[config.mk]
export PLATFORM = sky130hd
export DESIGN_NAME = regfile_port_ctrl
export DESIGN_NICKNAME = d
export VERILOG_FILES = /design/src/rtl/regfile_port_ctrl.sv
export SDC_FILE = /design/constraint.sdc
export NUM_CORES = 1
export LEC_CHECK = 0
export ABC_AREA = 1
export BUFFER_PORTS_ARGS = -buffer_cell sky130_fd_sc_hd__buf_2
export CAP_MARGIN = 25
export CORE_ASPECT_RATIO = 1.1
export CORE_UTILIZATION = 45
export CTS_CLUSTER_SIZE = 24
export DETAILED_ROUTE_END_ITERATION = 7
export PLACE_DENSITY = 0.8
export SLEW_MARGIN = 20
export SYNTH_ARGS = -nofsm -noshare
export SYNTH_HDL_FRONTEND = slang
export SYNTH_SLANG_ARGS = --single-unit
[constraint.sdc]
create_clock -name clk -period 1.4 [get_ports clk]
set_input_delay 0.07 -clock clk [delete_from_list [all_inputs] [get_ports clk]]
set_output_delay 0.07 -clock clk [all_outputs]
set_load 0.01 [all_outputs]
[src/rtl/regfile_port_ctrl.sv]
// Register-file port controller for the multicycle MIPS datapath: operand fetch, writeback sequencing, $0 and read/write hazard handling.
// Build option: define REGFILE_FWD_EN to forward a pending write into the captured operands instead of stalling the request.
module regfile_port_ctrl #(
  parameter int ADDR_W   = 5,
  parameter int DATA_W   = 32,
  parameter int NUM_REGS = 32
) (
  input  logic              clk,
  input  logic              rst,
  input  logic              req_valid,
  output logic              req_ready,
  input  logic [ADDR_W-1:0] req_rs,
  input  logic [ADDR_W-1:0] req_rt,
  output logic              op_valid,
  input  logic              op_ready,
  output logic [DATA_W-1:0] opA,
  output logic [DATA_W-1:0] opB,
  input  logic              wb_valid,
  input  logic [ADDR_W-1:0] wb_reg,
  input  logic [DATA_W-1:0] wb_data,
  output logic [ADDR_W-1:0] rf_readRegA,
  output logic [ADDR_W-1:0] rf_readRegB,
  output logic              rf_RegRead,
  input  logic [DATA_W-1:0] rf_regA,
  input  logic [DATA_W-1:0] rf_regB,
  output logic [ADDR_W-1:0] rf_writeReg,
  output logic [DATA_W-1:0] rf_writeData,
  output logic              rf_RegWrite
);

  if (NUM_REGS != (1 << ADDR_W)) begin : gBadCfg
    $error("regfile_port_ctrl: NUM_REGS must equal 2**ADDR_W");
  end

  typedef enum logic [1:0] {IDLE, READ, CAPT} state_t;

  typedef struct packed {
    logic              vld;
    logic [ADDR_W-1:0] rd;
    logic [DATA_W-1:0] data;
  } wbPend_t;

  state_t            state, stateNext;
  wbPend_t           wbPend;
  logic              reqReady;
  logic              wbBlock;
  logic              wbTake;
  logic [DATA_W-1:0] nextA, nextB;

  assign wbTake = wb_valid && (wb_reg != '0);

`ifdef REGFILE_FWD_EN
  assign wbBlock = 1'b0;
`else
  // This write will still be pending while READ samples the file; hold the request until it has committed.
  assign wbBlock = wbTake && ((wb_reg == req_rs) || (wb_reg == req_rt));
`endif

  always_ff @(posedge clk) begin
    if (rst) state <= IDLE;
    else     state <= stateNext;
  end

  always_comb begin
    stateNext = state;
    reqReady  = 1'b0;
    case (state)
      IDLE: begin
        reqReady = !wbBlock;
        if (req_valid && reqReady) stateNext = READ;
      end
      READ:    stateNext = CAPT;
      CAPT:    if (op_ready) stateNext = IDLE;
      default: stateNext = IDLE;
    endcase
  end

  always_comb begin
    nextA = (rf_readRegA == '0) ? '0 : rf_regA;
    nextB = (rf_readRegB == '0) ? '0 : rf_regB;
`ifdef REGFILE_FWD_EN
    // A write pending in READ commits after the falling-edge read, so the file returns stale data.
    if (wbPend.vld && (rf_readRegA != '0) && (wbPend.rd == rf_readRegA)) nextA = wbPend.data;
    if (wbPend.vld && (rf_readRegB != '0) && (wbPend.rd == rf_readRegB)) nextB = wbPend.data;
`endif
  end

  always_ff @(posedge clk) begin
    if (rst) begin
      rf_readRegA <= '0;
      rf_readRegB <= '0;
      opA         <= '0;
      opB         <= '0;
      wbPend      <= '0;
    end else begin
      if (state == IDLE && req_valid && reqReady) begin
        rf_readRegA <= req_rs;
        rf_readRegB <= req_rt;
      end
      if (state == READ) begin
        opA <= nextA;
        opB <= nextB;
      end
      wbPend.vld <= wbTake;
      if (wbTake) begin
        wbPend.rd   <= wb_reg;
        wbPend.data <= wb_data;
      end
    end
  end

  assign req_ready    = reqReady;
  assign op_valid     = (state == CAPT);
  assign rf_RegRead   = (state == READ);
  assign rf_writeReg  = wbPend.rd;
  assign rf_writeData = wbPend.data;
  assign rf_RegWrite  = wbPend.vld;

endmodule

==> metrics <==
status=completed; FF+latch area=2280 um^2; unrepaired setup endpoints after global routing=false; post-synthesis mux area share=0%; CTS tree=yes; Placement Setup Slack=0.157 ns; total core area=9440 um^2; H-tree depth=4; final setup violation count=0; commonest non-fill, non-tap cell in the layout=buf_2; post-synthesis xor/xnor area fraction=0.397%; Die Span X=96.4 um; Pwr Density=1340 nW/um^2; Synthesized Nets=686; Worst VDD drop=0.884 mV; Synth Area in Adders=0%; worst-path cell chain=dlygate4sd3_1 -> xnor2_1 -> nand3_1 -> nand2_2 -> a21oi_2 -> buf_2; HP Class=primary input to register; Final Cycle Share=95.1%; Yosys Warn Count=0; Total Negative Setup Slacks=0 ns; Finished Layout Cells=1,033; delay of the slowest cell on the worst path=0.58 ns; drt pass-1 iters=5; post-DR vias/cell=5.31; Detailed Route WL=17,100 um; dpl cell area=5670 um^2; DRC=0; IO Pins=231; initial antenna violation count=0; Crit. Startpoint=req_rt[3]; hold slack final=0.107 ns; Seq/Total Area, Yosys=51.7%; Slew HR=76.9%; vias in the first global route=5,458; P_leak=3.79 nW; clk slew on worst S/H paths=0.05 ns; Post-Synthesis Cells=570; Worst Setup End Kind=primary output; Fill cells=545; Tmin final=1.33 ns; Antenna diodes=0; Worst-Skew Late Latency=0.50 ns; main combinational cell family by area after synthesis=compound AO/OA/AOI/OAI gates; final core utilization=79.9%; GRT overflow=0; Placed Instances=884; Worst Path Buf+Inv=2; simple-gate share of the synthesized area=20.1%; Syn Std Cell Area=4410 um^2; Slowest cell on crit path=dlygate4sd3_1; Worst Path Required=1.33 ns; die height=106 um; CP Max Fanout=2; layout cells sized above 1=34.5%; commonest non-fill, non-tap cells in the layout=buf_2 (227), dfxtp_1 (113), dlygate4sd3_1 (112); Pins Over Slew Limit=0; CTS buffer count=17; crit path launch type=primary input; drt wl/cell=16.5 um; global-route wire length before repair=25,700 um; Rows=37; Initial Util=46.7%; Final ANT Viol Nets=0; gr usage total=33.0%; Clock Sinks=114; largest net degree at the start of global routing=68; Synth Area in Compound Gates=21.4%; Total Power=10.1 mW; Layout area overhead=71.0%; DP HPWL=8650 um; Worst-Margin Slew=0.346 ns; syn_area_per_cell=7.74 um^2; Finished Cell Area=7550 um^2; Hold Path Origin=req_rs[4]; Final Wtd Congestion=0.882; DRT iter0 DRCs=268; Netlist cell types=20; highest clock rate=0.751 GHz; worst-case clock buffer depth=2; crit-path leading delay family=buffers and inverters; Multi-input gate area=1870 um^2; Max Cap Violations=0; WS Path Type=primary input to primary output; Final Hold Viols=0; total number of vias=5,486; port bufs=230; fin worst setup slack=0.0683 ns; Die ar.=10,200 um^2; Critical Path AT=1.26 ns; Max Clock Skew=0.00704 ns; register bit total from synthesis=114; Worst R2R Start=state[0]; fin nets=1,020; clk root buf=clkbuf_8
-- final cells by class --
class                      instances  share of cell area [%]
clock inverter                    10                    2.40
inverter                          21                    1.04
timing repair buffer             358                    33.7
tap                              117                    1.94
multi-input combinational        392                    24.7
sequential                       114                    30.2
clock buffer                      21                    5.95
-- report_power, final --
part | leakage (nW) | internal (mW) | switching [mW]
clock | 0.308 | 3.15 | 1.46
combinational | 2.54 | 0.851 | 1.01
sequential | 0.941 | 3.51 | 0.156
-- cells in the mapped netlist --
cell type    n  share of area (%)
a21oi_1     70                7.9
a21oi_2     10                2.0
buf_1        1              0.085
buf_2       22                2.5
buf_6        2               0.51
clkbuf_1    18                1.5
dfxtp_1    114                 52
inv_1       18                1.5
inv_2        3               0.26
nand2_1    102                8.7
nand2_2      2               0.28
nand2_4      1               0.26
nand3_1      4               0.45
nand3_2      9                2.0
nor2_1      78                6.6
nor2_2       9                1.3
nor3_1       4               0.45
o21a_1       1               0.17
o21ai_0    100                 11
xnor2_1      2               0.40
-- per-layer routing --
| metal | part of all wire [%] | routed length, um | track usage, % | vias up |
|---|---|---|---|---|
| met3 | 9.5 | 1630 | 8.73 | 73 |
| met5 | 0 | 0 | 0 | - |
| met2 | 50 | 8550 | 58.8 | 354 |
| met1 | 37 | 6250 | 34.8 | 2527 |
| met4 | 3.9 | 663 | 17.2 | 0 |
| li1 | - | - | - | 2532 |
-- cell families after synthesis --
family | count (synthesis)
compound gates | 181
xor+xnor | 2
buf+inv | 64
flops | 114
simple gates | 209
-- state kept, by name, indices dropped and copies added (netlist names) --
| register | cells |
|---|---|
| rf_RegWrite | 1 |
| state | 2 |
| opA | 32 |
| rf_readRegA | 5 |
| rf_writeData | 32 |
| opB | 32 |
| rf_writeReg | 5 |
| rf_readRegB | 5 |
-- final timing paths --
| check | to | slack (ns) | cells past startpoint |
|---|---|---|---|
| worst min register to register | rf_writeData[10] | 0.47 | 2 |
| worst min-delay path | rf_readRegA[4] | 0.11 | 5 |
| worst max-delay path | req_ready | 0.07 | 6 |
| worst max register to register | opA[14] | 0.08 | 6 |
-- tightest hold or removal path, stage by stage --
cell	delay (ns)
dlymetal6s4s_1	0.24
inv_1	0.08
nand3_2	0.07
nand2_1	0.05
nor2_2	0.06
-- timing repair --
| action | 4_1_cts | 5_1_grt |
|---|---|---|
| hold buffers | 113 | 0 |
| cloned | 2 | 0 |
| hold endpoints to repair | 114 | 0 |
| resized for setup | 3 | 8 |
| pin swaps | 1 | 5 |
| endpoints found under the setup margin | 2 | 23 |
| setup buffers | 3 | 2 |
(Power assumes the default switching activity.)
